<file path="src/rtl/memristor_pkg.sv">
// Shared types and constants for the memristor programming front-end.
// Holds the driver state encoding, direction codes and default widths.
// No logic lives here; every consumer imports it.
package memristor_pkg;

   localparam int CNT_W_DEF = 8;
   localparam int LEN_W_DEF = 8;

   localparam logic DIR_INC = 1'b1;
   localparam logic DIR_DEC = 1'b0;

   typedef enum logic [1:0] {
      IDLE  = 2'd0,
      PULSE = 2'd1,
      GAP   = 2'd2,
      DONE  = 2'd3
   } state_t;

endpackage

</file>
<file path="src/rtl/memristor_pulse_timer.sv">
// Loadable down-counter timing one pulse or one gap phase.
// expire is high during the final cycle of a loaded interval (count == 1).
// load has priority over run; a loaded value of 0 never expires, so callers clamp to >= 1.
module memristor_pulse_timer #(
   parameter int LEN_W = 8
) (
   input  logic             clk,
   input  logic             rst_n,
   input  logic             load,
   input  logic [LEN_W-1:0] load_val,
   input  logic             run,
   output logic             expire
);

   logic [LEN_W-1:0] cnt_q;
   logic [LEN_W-1:0] cnt_d;

   // Next count: reload, count down while running, otherwise hold.
   always_comb begin
      cnt_d = cnt_q;
      if (load) begin
         cnt_d = load_val;
      end else if (run && (cnt_q != '0)) begin
         cnt_d = cnt_q - LEN_W'(1);
      end
   end

   // Counter register.
   always_ff @(posedge clk or negedge rst_n) begin
      if (!rst_n) begin
         cnt_q <= '0;
      end else begin
         cnt_q <= cnt_d;
      end
   end

   assign expire = (cnt_q == LEN_W'(1));

endmodule

</file>
<file path="src/rtl/memristor_pulse_driver.sv">
// Turns a write request into a registered train of rInc or rDec pulses.
// First pulse high one cycle after accept; busy lasts count*plen + (count-1)*glen + 1 cycles.
// req_ready only in IDLE; abort in PULSE/GAP retires the train on the next cycle.
module memristor_pulse_driver
   import memristor_pkg::*;
#(
   parameter int CNT_W = CNT_W_DEF,
   parameter int LEN_W = LEN_W_DEF
) (
   input  logic             clk,
   input  logic             rst_n,
   input  logic             req_valid,
   output logic             req_ready,
   input  logic             req_dir,
   input  logic [CNT_W-1:0] req_count,
   input  logic [LEN_W-1:0] pulse_len,
   input  logic [LEN_W-1:0] gap_len,
   input  logic             abort,
   output logic             rInc,
   output logic             rDec,
   output logic             busy,
   output logic             done,
   output logic             aborted,
   output logic [CNT_W-1:0] pulses_sent
);

   state_t           state_q, state_d;
   logic             rinc_q, rinc_d;
   logic             rdec_q, rdec_d;
   logic             done_q, done_d;
   logic             aborted_q, aborted_d;
   logic [CNT_W-1:0] sent_q, sent_d;
   logic             dir_q, dir_d;
   logic [CNT_W-1:0] count_q, count_d;
   logic [LEN_W-1:0] plen_q, plen_d;
   logic [LEN_W-1:0] glen_q, glen_d;

   logic             tmr_load;
   logic [LEN_W-1:0] tmr_val;
   logic             tmr_run;
   logic             tmr_expire;

   logic [LEN_W-1:0] plen_clamp;
   logic [LEN_W-1:0] glen_clamp;
   logic             accept;
   // One extra bit so count = all-ones retires without wrapping.
   logic [CNT_W:0]   sent_inc;
   logic             last_pulse;

   assign plen_clamp = (pulse_len == '0) ? LEN_W'(1) : pulse_len;
   assign glen_clamp = (gap_len == '0) ? LEN_W'(1) : gap_len;
   assign accept     = req_valid && (state_q == IDLE);
   assign sent_inc   = {1'b0, sent_q} + (CNT_W+1)'(1);
   assign last_pulse = (sent_inc == {1'b0, count_q});

   memristor_pulse_timer #(.LEN_W(LEN_W)) u_timer (
      .clk      (clk),
      .rst_n    (rst_n),
      .load     (tmr_load),
      .load_val (tmr_val),
      .run      (tmr_run),
      .expire   (tmr_expire)
   );

   // Next-state and next-output logic; drive outputs are computed one cycle ahead so they come from flops.
   always_comb begin
      state_d   = state_q;
      rinc_d    = 1'b0;
      rdec_d    = 1'b0;
      done_d    = 1'b0;
      aborted_d = aborted_q;
      sent_d    = sent_q;
      dir_d     = dir_q;
      count_d   = count_q;
      plen_d    = plen_q;
      glen_d    = glen_q;
      tmr_load  = 1'b0;
      tmr_val   = plen_q;
      tmr_run   = 1'b0;
      case (state_q)
         IDLE: begin
            if (accept) begin
               dir_d     = req_dir;
               count_d   = req_count;
               plen_d    = plen_clamp;
               glen_d    = glen_clamp;
               sent_d    = '0;
               aborted_d = 1'b0;
               if (req_count != '0) begin
                  state_d  = PULSE;
                  tmr_load = 1'b1;
                  tmr_val  = plen_clamp;
                  rinc_d   = (req_dir == DIR_INC);
                  rdec_d   = (req_dir == DIR_DEC);
               end else begin
                  state_d = DONE;
                  done_d  = 1'b1;
               end
            end
         end
         PULSE: begin
            tmr_run = 1'b1;
            if (abort) begin
               // Partial pulse is dropped and never counted.
               state_d   = DONE;
               done_d    = 1'b1;
               aborted_d = 1'b1;
            end else if (tmr_expire) begin
               sent_d = sent_inc[CNT_W-1:0];
               if (last_pulse) begin
                  state_d = DONE;
                  done_d  = 1'b1;
               end else begin
                  state_d  = GAP;
                  tmr_load = 1'b1;
                  tmr_val  = glen_q;
               end
            end else begin
               rinc_d = (dir_q == DIR_INC);
               rdec_d = (dir_q == DIR_DEC);
            end
         end
         GAP: begin
            tmr_run = 1'b1;
            if (abort) begin
               state_d   = DONE;
               done_d    = 1'b1;
               aborted_d = 1'b1;
            end else if (tmr_expire) begin
               state_d  = PULSE;
               tmr_load = 1'b1;
               tmr_val  = plen_q;
               rinc_d   = (dir_q == DIR_INC);
               rdec_d   = (dir_q == DIR_DEC);
            end
         end
         DONE: begin
            state_d = IDLE;
         end
         default: begin
            state_d = IDLE;
         end
      endcase
   end

   // State, latched request and registered outputs; reset forces both drives low immediately.
   always_ff @(posedge clk or negedge rst_n) begin
      if (!rst_n) begin
         state_q   <= IDLE;
         rinc_q    <= 1'b0;
         rdec_q    <= 1'b0;
         done_q    <= 1'b0;
         aborted_q <= 1'b0;
         sent_q    <= '0;
         dir_q     <= DIR_DEC;
         count_q   <= '0;
         plen_q    <= LEN_W'(1);
         glen_q    <= LEN_W'(1);
      end else begin
         state_q   <= state_d;
         rinc_q    <= rinc_d;
         rdec_q    <= rdec_d;
         done_q    <= done_d;
         aborted_q <= aborted_d;
         sent_q    <= sent_d;
         dir_q     <= dir_d;
         count_q   <= count_d;
         plen_q    <= plen_d;
         glen_q    <= glen_d;
      end
   end

   assign rInc        = rinc_q;
   assign rDec        = rdec_q;
   assign done        = done_q;
   assign aborted     = aborted_q;
   assign pulses_sent = sent_q;
   assign busy        = (state_q != IDLE);
   assign req_ready   = (state_q == IDLE);

endmodule

</file>
<file path="config.mk">
export PLATFORM = sky130hd
export DESIGN_NAME = memristor_pulse_driver
export DESIGN_NICKNAME = d
export VERILOG_FILES = /design/src/rtl/memristor_pkg.sv /design/src/rtl/memristor_pulse_timer.sv /design/src/rtl/memristor_pulse_driver.sv
export SDC_FILE = /design/constraint.sdc
export NUM_CORES = 1
export LEC_CHECK = 0
export ABC_CLOCK_PERIOD_IN_PS = 8600
export CAP_MARGIN = 25
export CORE_AREA = 5 5 75 146
export DETAILED_ROUTE_END_ITERATION = 10
export DIE_AREA = 0 0 80 151
export PLACE_DENSITY = 0.49
export SYNTH_ARGS = -nofsm -noshare
export SYNTH_HDL_FRONTEND = slang
export SYNTH_HIERARCHICAL = 1
export SYNTH_SLANG_ARGS = --single-unit
</file>
<file path="constraint.sdc">
create_clock -name clk -period 8.6 [get_ports clk]
set_clock_uncertainty 0.1 [all_clocks]
set_input_delay 1.29 -clock clk [delete_from_list [all_inputs] [get_ports clk]]
set_output_delay 1.29 -clock clk [all_outputs]
set_load 0.02 [all_outputs]
</file>
* Word-level counts from Yosys, hierarchy flattened *
Cells that the tools add are included.

operators by class
  add/subtract/negate cells = 2
  equal/unequal tests = 11
  muxes and demuxes = 55
  bitwise gates (word level) = 2
  reduce and logical (&&, ||, !) cells = 16

operators by type and width
  kind                 count
  $mux 8               12
  $pmux 8 s2           2
  $mux 1               29
  $logic_not 8->1      2
  $reduce_bool 8->1    2
  $mux 2               6
  $pmux 1 s3           4
  $add 8x1->9 const B  1
  $eq 9x8->1           1
  $eq 8x1->1 const B   1
  $pmux 2 s4           1
  $reduce_bool 2->1    4
  $sub 8x1->8 const B  1
  $ne 3x3->1 const B   2
  $reduce_and 3->1     2
  $eq 2x2->1 const B   2
  $ne 2x1->1 const B   2
  $ne 2x2->1 const B   2
  $reduce_and 4->1     1
  $eq 2x1->1 const B   1
  $logic_and 1x1->1    2
  $logic_not 2->1      1
  $not 1->1            2
  $pmux 1 s2           1
  2 further kinds      2

word-level totals
  register bits = 47
  input port bits = 29
  output and inout bits = 14
  word-level logic and storage cells = 97

* Logic depth before layout (Yosys ltp) *
Gate-level depths: netlist of run 1.

  depth after elaboration = 7
  depth in mapped cells = 11

* Cells and area by module *
The synthesis of run 1 kept the hierarchy.

modules (own cells, without submodules)
  module                  instances  cells each  area an instance (um^2)  seq. area each (um^2)
  memristor_pulse_driver  1          210         2248.4                   978.4
  memristor_pulse_timer   1          64          574.3                    200.2

* Worst setup path after synthesis of run 1 *
Ideal clock, no wire load.

  path kind = register to register
  start point = register u_timer.cnt_q[3]
  end point = register u_timer.cnt_q[1]
  library setup time = 0.146 ns
  arrival time = 2.787 ns
  required time = 8.354 ns
  path slack = 5.566 ns
  cell stages (with the launch flop) = 11
  path buffers = 1
  clock period less this slack = 3.034 ns
  cell sequence = dfrtp_1 > or4_1 > clkbuf_2 > nor4b_1 > and2b_2 > nand2b_1 > o21ai_0 > o21bai_1 > a221o_1 > nand2_1 > o311ai_0

between the ends
  cells in the longest elaborated chain, start to end = 5
  elaborated cells on any way between the ends = 13

ends and longest elaborated chain
  what                    RTL line                       text
  start, declared         memristor_pulse_timer.sv:15    logic [LEN_W-1:0] cnt_q;
  start signal, assigned  memristor_pulse_timer.sv:33    cnt_q <= cnt_d;
  $eq 8x1->1              memristor_pulse_timer.sv:37    assign expire = (cnt_q == LEN_W'(1));
  via tmr_expire          memristor_pulse_driver.sv:41   logic tmr_expire;
  $mux 8                  memristor_pulse_driver.sv:108  end else if (tmr_expire) begin
  $mux 8                  memristor_pulse_driver.sv:103  if (abort) begin
  $pmux 8 s2              memristor_pulse_driver.sv:80   case (state_q)
  via tmr_val[1]          memristor_pulse_driver.sv:39   logic [LEN_W-1:0] tmr_val;
  $mux 8                  memristor_pulse_timer.sv:21    if (load) begin

The timed path passes the listed nets, and every way through them passes these cells.
A chain may end at the register's enable or synchronous reset.

* Final worst setup path of run 1 *
  start point = input port req_valid
  end point = register u_timer.cnt_q[0]

between the ends
  cells in the longest elaborated chain, start to end = 4
  elaborated cells on any way between the ends = 7

ends and longest elaborated chain
  what                                         RTL line                      text
  start, declared                              memristor_pulse_driver.sv:12  input logic req_valid,
  $logic_and 1x1->1 *                          memristor_pulse_driver.sv:52  assign accept = req_valid && (state_q == IDLE);
  $mux 1 *                                     memristor_pulse_driver.sv:82  if (accept) begin
  $pmux 1 s3 *                                 memristor_pulse_driver.sv:80
  via tmr_load                                 memristor_pulse_driver.sv:38  logic tmr_load;
  $mux 8 or $reduce_bool 2->1 (tied branches)  --

Mark *: on every way through the listed nets, which the timed path passes. The rest lies on a longest branch.

==> metrics.cfg, run 1 <==
[finish]
layout-drive-gt1-share_pct = 18.15
antennaDiodeCount = 0
nFillCells = 1003
nets = 350
area_growth_pct = 25.18

[logic_synthesis]
seq_area_frac_synth_pct = 41.76
ys_warn_count = 6
yosys.area.top_type = dfrtp_1
syn_avg_cell_area_um2 = 10.30
synthTopCellsByCount = dfrtp_1 (45), nand2_1 (25), mux2_2 (23), o21ai_0 (15), nor2_1 (14)
synthArstFlopShare_pct = 100.0
synth-edff-count = 0
synth_most_common_cell = dfrtp_1
syn-num-nets = 311
ys.flop_type = dfrtp_1
syn_inst = 274
yosysUniqueCellTypes = 61
synth_top_area_share_pct = 39.89
ys_seq_elements = 47
syn_area_um2 = 2823
ys_top_cells_by_area = dfrtp_1 (40%), mux2_2 (9.2%), ha_1 (3.5%)

[job]
maxCapViolCount = 0

[critical_path]
path_max_fanout = 29
critPathCaptureType = flip-flop
critical_path_class = primary input to flip-flop
worstPathRequired_ps = 8670
startpoint_type = primary input
worstPathArrival_ps = 4200

[floorplan]
die_x_um = 80
die_area_um2 = 12080
ios = 43
core-area_um2 = 9699
initial_core_util_pct = 29.10
die_height_um = 151
fp-row-count = 51

[power]
ir_drop_mv = 0.1069
p_per_area_nw_per_um2 = 348.2
p_leak_nw = 1.411

[sta]
period_minus_slack_ps = 4133
hold_violations = 0
worstMarginPinSlew_ps = 956.9
rsz0062_at_grt = no
period_share_pct = 48.06
setup_violations = 0
max_freq_mhz = 241.9
drv_slew = 0
worst_hold_slack_ps = 389.5
fin_setup_tns_ps = 0
max_slew_margin_pct = 35.62

[clocking]
clock_path_buffers = 2
cts_root_buffer = clkbuf_16
cts_setup_buffers = 0
cts_sinks = 47
cts_max_level = 2
cts_tree = built
numCtsBuffers = 5
path_clk_slew_ps = 70
clk_latency_ps = 290
cts_resized = 0
postCtsHoldBufs = 0

[global_route]
grt_pass1_wl_um = 12180
overflow = 0
grt_max_degree = 48
gr-usage-met3_pct = 1.964
use_met2_pct = 26.54
grt_busiest_layer = met2
antenna_found_initial = 0
grt_use_met1_pct = 13.13
grt_pass1_vias = 2326
grt_util_all_layers_pct = 13.37

[detailed_routing]
wl_um = 7481
ant_nets = 0
vias = 2237
drc = 0
drtIter0Drc = 107
wire_per_inst_um = 16.77
drtPass1Iterations = 4
viasPerCell = 5.016

[min_path]
hold_class = flip-flop to flip-flop

[place]
gp_congestion = 0.7963
post-dp-hpwl_um = 5770
io_buffers = 42

[run_status]
status = complete, no violations

==> cell families after synthesis <==
| logic type | count (synthesis) | share of synthesized area [%] |
|---|---|---|
| simple gates | 92 | 18.93 |
| compound gates | 69 | 17.60 |
| flops | 47 | 41.76 |
| mux | 26 | 10.24 |
| buf+inv | 20 | 3.945 |
| xor+xnor | 12 | 3.990 |
| fa+ha+maj | 8 | 3.546 |
==> per-stage QoR <==
step	power [mW]	area [um^2]	util [%]	cells	worst slack (ps)
detailed placement	0.9915	3344	34.48	438	4157
global route	1.322	3533	36.43	446	4116
CTS	1.250	3533	36.43	446	4469
floorplan	0.8099	2823	-	274	5566
finish	1.230	3533	36.43	446	4467
global placement	0.9839	3344	34.48	438	4295
==> cells in the final DEF, fill, tap and decap left out, types with 3 or more instances in the layout <==
master           count
ha_1                 8
or4_1                3
xor2_1               3
and2_2               7
nand2b_1             4
buf_4                4
inv_1                6
clkdlybuf4s50_1     41
nand2_1             25
a31oi_1              3
a22o_1               5
a2111o_1             3
nor3b_1              3
xnor2_1              8
o21ai_0             15
clkbuf_16            5
nor4_1               5
a221o_1              7
dfrtp_1             45
mux2i_1              3
nand3_1              6
mux2_2              23
o211ai_1             6
a21o_1               3
nor2_1              14
nor3_1               6
a21oi_1             12
==> cell type report <==
cell class,instances,area [um^2],area share [%]
Clock buffer,6,128.9,3.647
Inverter,6,22.52,0.6374
Timing Repair Buffer,46,445.4,12.61
Multi-Input combinational cell,207,1533,43.38
Clock inverter,2,60.06,1.700
Sequential cell,47,1179,33.36
Tap cell,132,165.2,4.674
==> flip-flops by register name (all words and copies together), names as in the netlist, 2 cells and up <==
signal	cells
glen_q	8
plen_q	8
pulses_sent	8
state_q	2
u_timer/cnt_q	8
count_q	8
==> path summary, 6_finish.rpt <==
path,from,endpoint,slack (ps),cells after the start
max in group asynchronous,rst_n,state_q[1],6960,2
min in group asynchronous,rst_n,pulses_sent[7],990,2
worst max register to register,u_timer/cnt_q[3],u_timer/cnt_q[0],4750,8
worst min register to register,glen_q[0],glen_q[0],390,2
worst max-delay path,req_valid,u_timer/cnt_q[0],4470,9
worst min-delay path,glen_q[0],glen_q[0],390,2
==> critical path: stages <==
cell             delay [ps]
clkdlybuf4s50_1         580
nand2_1                  80
buf_4                   260
a21oi_1                 550
a21oi_1                  80
a21oi_1                 650
inv_1                   380
o2111ai_1               200
o211ai_1                110
==> where the power goes <==
part           total [mW]  internal, mW  switching, mW
sequential          0.417         0.325         0.0918
clock               0.253         0.167         0.0865
combinational       0.560         0.270          0.291
total                1.23         0.761          0.469
==> per-layer routing <==
metal / routed length (um) / share of wire (%) / up-vias
met5: 0 / 0 / -
met4: 155 / 2.1 / 0
met3: 185 / 2.5 / 9
met2: 4555 / 61 / 29
met1: 2584 / 35 / 1106
li1: - / - / 1093
No activity file was read; power rests on OpenSTA's default activity.
==> run 2, diff against run 1 <==
--- a/config.mk
+++ b/config.mk
@@ -5,12 +5,12 @@
 export SDC_FILE = /design/constraint.sdc
 export NUM_CORES = 1
 export LEC_CHECK = 0
-export ABC_CLOCK_PERIOD_IN_PS = 8600
+export ABC_CLOCK_PERIOD_IN_PS = 3800
 export CAP_MARGIN = 25
 export CORE_AREA = 5 5 75 146
 export DETAILED_ROUTE_END_ITERATION = 10
 export DIE_AREA = 0 0 80 151
-export PLACE_DENSITY = 0.49
+export PLACE_DENSITY = 0.51
 export SYNTH_ARGS = -nofsm -noshare
 export SYNTH_HDL_FRONTEND = slang
 export SYNTH_HIERARCHICAL = 1
==> constraint.sdc (replaced) <==
create_clock -name clk -period 3.8 [get_ports clk]
set_clock_uncertainty 0.1 [all_clocks]
set_input_delay 0.57 -clock clk [delete_from_list [all_inputs] [get_ports clk]]
set_output_delay 0.57 -clock clk [all_outputs]
set_load 0.02 [all_outputs]
==> run 2 against run 1 <==
  * Clock power up 72%
  * Utilization down 0.41 points
  * Flip-flop and latch count unchanged
  * Sequential share of layout area up 0.38 points
  * Via count up 0.76%
  * Largest cell class unchanged
  * Largest power group unchanged
==> metrics.cfg, run 2 (synthesized netlist as in run 1, its figures left out) <==
[sta]
drv_slew = 0  ; unchanged
hold_violations = 0  ; unchanged
period_share_pct = 90.03
setup_violations = 0  ; unchanged
max_freq_mhz = 292.3
worst_hold_slack_ps = 134.5  ; -254.9 ps
max_slew_margin_pct = 33.30  ; -2.3 points
worstMarginPinSlew_ps = 991.3  ; +34.41 ps
rsz0062_at_grt = no
period_minus_slack_ps = 3421
fin_setup_tns_ps = 0  ; unchanged

[clocking]
cts_resized = 0  ; unchanged
cts_root_buffer = clkbuf_16
cts_setup_buffers = 0  ; unchanged
cts_tree = built
cts_max_level = 2  ; unchanged
clk_latency_ps = 290  ; about the same
numCtsBuffers = 5  ; unchanged
cts_sinks = 47  ; unchanged
postCtsHoldBufs = 0  ; unchanged
clock_path_buffers = 2  ; unchanged
path_clk_slew_ps = 60  ; about the same

[power]
seqPwrFrac_pct = 35.2  ; +1.3 points
clockPowerShare_pct = 16.4  ; -4.2 points
switching_share_pct = 40.06  ; +1.9 points
p_int_mw = 1.586  ; +110%
p_leak_nw = 1.392  ; -1.4%
p_per_area_nw_per_um2 = 757.5  ; +120%
pwr-share-comb_pct = 48.3  ; +2.8 points
ir_drop_mv = 0.2126  ; +99%
p_sw_mw = 1.060  ; +130%

[finish]
layout-drive-gt1-share_pct = 18.41  ; +0.26 points
antennaDiodeCount = 0  ; unchanged
nets = 351  ; +0.29%
seq_area_um2 = 1179  ; unchanged
area_growth_pct = 23.76
nFillCells = 1064  ; +6.1%
multi_input_comb_area_um2 = 1533  ; unchanged
final_common_cell = dfrtp_1
layout_common_cells = dfrtp_1 (45), clkdlybuf4s50_1 (41), nand2_1 (25)

[detailed_routing]
drtPass1Iterations = 4  ; unchanged
vias = 2254  ; +0.76%
wl_um = 7485  ; about the same
viasPerCell = 5.043  ; +0.53%
drc = 0  ; unchanged
drtIter0Drc = 98  ; -8.4%
ant_nets = 0  ; unchanged
wire_per_inst_um = 16.74  ; -0.17%

[global_route]
grt_pass1_vias = 2417  ; +3.9%
grt_pass1_wl_um = 12170  ; about the same
grt_max_degree = 29  ; -40%
grt_util_all_layers_pct = 13.31  ; -0.058 points
overflow = 0  ; unchanged
antenna_found_initial = 0  ; unchanged

[run_status]
status = complete, no violations

[critical_path]
startpoint_type = flip-flop
path_max_fanout = 11  ; -62%
crit_slowest_cell = or4_1
worstPathRequired_ps = 3850  ; -4820 ps
path_cells = or4_1 -> nor4b_1 -> buf_4 -> and2b_2 -> nand3_1 -> a21oi_1 -> inv_1 -> o2111ai_1 -> o211ai_1
critical_path_class = flip-flop to flip-flop
worstPathArrival_ps = 3480  ; -720 ps
slowest_delay_ps = 660  ; about the same
critPathCaptureType = flip-flop

[floorplan]
core-area_um2 = 9699  ; unchanged
die_height_um = 151  ; unchanged
initial_core_util_pct = 29.10  ; unchanged
ios = 43  ; unchanged
fp-row-count = 51  ; unchanged
die_x_um = 80  ; unchanged
die_area_um2 = 12080  ; unchanged

[place]
gp_congestion = 0.7973  ; +0.13%
io_buffers = 42  ; unchanged
post-dp-hpwl_um = 5900  ; +2.2%

[min_path]
hold_class = primary input to async pin

[job]
maxCapViolCount = 0  ; unchanged

[run 2: changes by cell type in the layout (fill, tap and decap cells not counted)]
cell,previous run,this run
bufinv_16,2,0
clkinvlp_4,0,1
buf_4,4,5
clkinv_2,0,1
[run 2: layer usage]
layer | part of all wire [%] | vias up | global-route usage, % | wire length (um)
met5 | 0 | - | 0 | 0
met4 | 4.6 | 0 | 7.953 | 343
met3 | 2.4 | 18 | 1.905 | 181
met2 | 59 | 37 | 26.41 | 4437
met1 | 34 | 1106 | 12.13 | 2523
li1 | - | 1093 | - | -
[run 2: final timing paths]
check | startpoint | endpoint | slack (ps) | cells past startpoint
max in group asynchronous | rst_n | glen_q[0] | 2670 | 2
min reg2reg | glen_q[0] | glen_q[0] | 390 | 2
max reg2reg | u_timer/cnt_q[2] | u_timer/cnt_q[0] | 380 | 9
max | u_timer/cnt_q[2] | u_timer/cnt_q[0] | 380 | 9
min in group clk | glen_q[0] | glen_q[0] | 390 | 2
min | rst_n | pulses_sent[6] | 130 | 1
[run 2: layout make-up]
| class | instances | area share (%) |
|---|---|---|
| clock inverter | 2 | 0.3582 |
| tap | 132 | 4.728 |
| sequential | 47 | 33.74 |
| multi-input combinational | 207 | 43.88 |
| inverter | 6 | 0.6447 |
| timing repair buffer | 47 | 12.97 |
| clock buffer | 6 | 3.689 |
[run 2: metrics by stage]
step	setup WS [ps]	utilization (%)	total power, mW	cell area (um^2)	cells
after floorplan	766.4	-	1.833	2823	274
final	378.8	36.02	2.646	3493	447
after detailed placement	376.2	34.56	2.240	3352	439
after global placement	463.7	34.48	2.207	3344	438
after CTS	409.4	36.02	2.690	3493	447
after global routing	77.02	36.02	2.851	3493	447
[run 2: worst max-delay path: cells and delay by family, from the launching register on]
kind / cells / cell delay [ps]
flip-flops: 1 / 440
buffers and inverters: 2 / 550
AND/OR/NAND/NOR: 4 / 1240
AO/OA/AOI/OAI: 3 / 940
[run 2: power by group through the flow]
stage / clock network, mW / registers (mW) / logic (mW)
floorplan: 0 / 0.910 / 0.923
global placement: 0 / 0.942 / 1.26
detailed placement: 0 / 0.947 / 1.29
CTS: 0.455 / 0.938 / 1.30
global route: 0.472 / 0.964 / 1.42
finish: 0.435 / 0.933 / 1.28
==> run 3, diff against run 2 <==
--- a/config.mk
+++ b/config.mk
@@ -11,6 +11,8 @@
 export DETAILED_ROUTE_END_ITERATION = 10
 export DIE_AREA = 0 0 80 151
 export PLACE_DENSITY = 0.51
+export SKIP_CTS_REPAIR_TIMING = 1
+export SLEW_MARGIN = 20
 export SYNTH_ARGS = -nofsm -noshare
 export SYNTH_HDL_FRONTEND = slang
 export SYNTH_HIERARCHICAL = 1
==> run 3 against run 2 <==
  * Maximum frequency about the same
  * Die area stayed put
  * Via count is 0.84% higher
  * Largest cell class unchanged
  * Largest power group unchanged
==> metrics.cfg, run 3 (synthesized netlist as in run 1, its figures left out) <==
[sta]
max_freq_mhz = 292.4  ; about the same
fin_setup_tns_ps = 0  ; unchanged
setup_violations = 0  ; unchanged
drv_slew = 0  ; unchanged
rsz0062_at_grt = no
hold_violations = 0  ; unchanged
worst_hold_slack_ps = 134.3  ; -0.2360 ps
period_share_pct = 90.00  ; about the same
period_minus_slack_ps = 3420  ; -1.073 ps
max_slew_margin_pct = 40.57  ; +7.3 points
worstMarginPinSlew_ps = 889.5  ; -101.8 ps

[global_route]
grt_util_all_layers_pct = 13.31  ; unchanged
overflow = 0  ; unchanged
grt_pass1_vias = 2417  ; unchanged
antenna_found_initial = 0  ; unchanged
grt_pass1_wl_um = 12170  ; unchanged
grt_max_degree = 29  ; unchanged

[finish]
multi_input_comb_area_um2 = 1533  ; unchanged
layout_common_cells = dfrtp_1 (45), clkdlybuf4s50_1 (41), nand2_1 (25)
utilization_pct = 36.07  ; +0.052 points
fin_area_um2 = 3498  ; +0.14%
nets = 352  ; +0.28%
final_common_cell = dfrtp_1
layout-drive-gt1-share_pct = 18.67  ; +0.26 points
nFillCells = 1063  ; -0.094%
area_growth_pct = 23.94
antennaDiodeCount = 0  ; unchanged
seq_area_um2 = 1179  ; unchanged

[job]
maxCapViolCount = 0  ; unchanged

[run_status]
status = complete, no violations

[clocking]
cts_root_buffer = clkbuf_16
path_clk_slew_ps = 60  ; about the same
cts_max_level = 2  ; unchanged
cts_tree = built
clk_latency_ps = 290  ; about the same
numCtsBuffers = 5  ; unchanged
clock_path_buffers = 2  ; unchanged
cts_sinks = 47  ; unchanged

[critical_path]
critical_path_class = flip-flop to flip-flop
worstPathArrival_ps = 3470  ; about the same
startpoint_type = flip-flop
worstPathRequired_ps = 3850  ; about the same
critPathCaptureType = flip-flop
path_max_fanout = 11  ; unchanged

[floorplan]
core-area_um2 = 9699  ; unchanged
die_area_um2 = 12080  ; unchanged
ios = 43  ; unchanged
die_x_um = 80  ; unchanged
fp-row-count = 51  ; unchanged
initial_core_util_pct = 29.10  ; unchanged
die_height_um = 151  ; unchanged

[detailed_routing]
highest_layer = met4
drtIter0Drc = 99  ; +1.0%
wire_per_inst_um = 16.75  ; about the same
wl_met3_um = 204  ; +13%
ant_nets = 0  ; unchanged
drc = 0  ; unchanged
drtPass1Iterations = 4  ; unchanged
wl_met1_um = 2494  ; -1.1%
viasPerCell = 5.074  ; +0.62%
wl_um = 7504  ; +0.25%
vias = 2273  ; +0.84%
route.met2.wl_um = 4464  ; +0.61%

[min_path]
hold_class = primary input to async pin

[place]
io_buffers = 42  ; unchanged
gp_congestion = 0.7973  ; unchanged
post-dp-hpwl_um = 5900  ; unchanged
placed_cell_area_um2 = 3352  ; unchanged

[power]
ir_drop_mv = 0.2130  ; +0.19%
power_mw = 2.649  ; about the same
p_leak_nw = 1.397  ; +0.33%
p_per_area_nw_per_um2 = 757.2  ; about the same

[run 3: cell count changes in the layout (fill, tap and decap cells not counted), sizes merged]
cell | previous run | this run
clkbuf | 6 | 7
[run 3: worst paths after layout]
kind | startpoint | endpoint | slack, ps | cells after the start
hold reg to reg | glen_q[0] | glen_q[0] | 390 | 2
setup reg to reg | u_timer/cnt_q[2] | u_timer/cnt_q[0] | 380 | 9
hold / removal | rst_n | pulses_sent[6] | 130 | 1
max in group asynchronous | rst_n | glen_q[0] | 2660 | 2
setup / recovery | u_timer/cnt_q[2] | u_timer/cnt_q[0] | 380 | 9
min in group clk | glen_q[0] | glen_q[0] | 390 | 2
[run 3: where the power goes]
group / internal [mW] / leakage, nW / switching (mW)
registers: 0.735 / 0.573 / 0.197
logic: 0.611 / 0.757 / 0.671
clock network: 0.243 / 0.0669 / 0.192
[run 3: routing by layer]
layer / global-route usage, % / vias up
met5: 0 / -
met4: 7.953 / 0
met3: 1.905 / 19
met2: 26.41 / 41
met1: 12.13 / 1115
li1: - / 1098
[run 3: through the flow]
stage                     setup WS [ps]  cells
after floorplan                   766.4    274
after global placement            463.7    438
after detailed placement          376.2    439
after CTS                         409.4    447
after global routing              77.02    448
final                             379.9    448
[run 3: layout make-up]
type                    instances  share of cell area, %
flip-flops and latches         47                  33.69
repair buffers                 48                  13.09
clock inverters                 2                 0.3577
multi-input cells             207                  43.81
clock buffers                   6                  3.684
inverters                       6                 0.6438
well taps                     132                  4.721
[run 3: critical path: stages, from the launching register on]
cell	delay (ps)
dfrtp_1	440
or4_1	660
nor4b_1	310
buf_4	190
and2b_2	190
nand3_1	80
a21oi_1	630
inv_1	360
o2111ai_1	200
o211ai_1	110
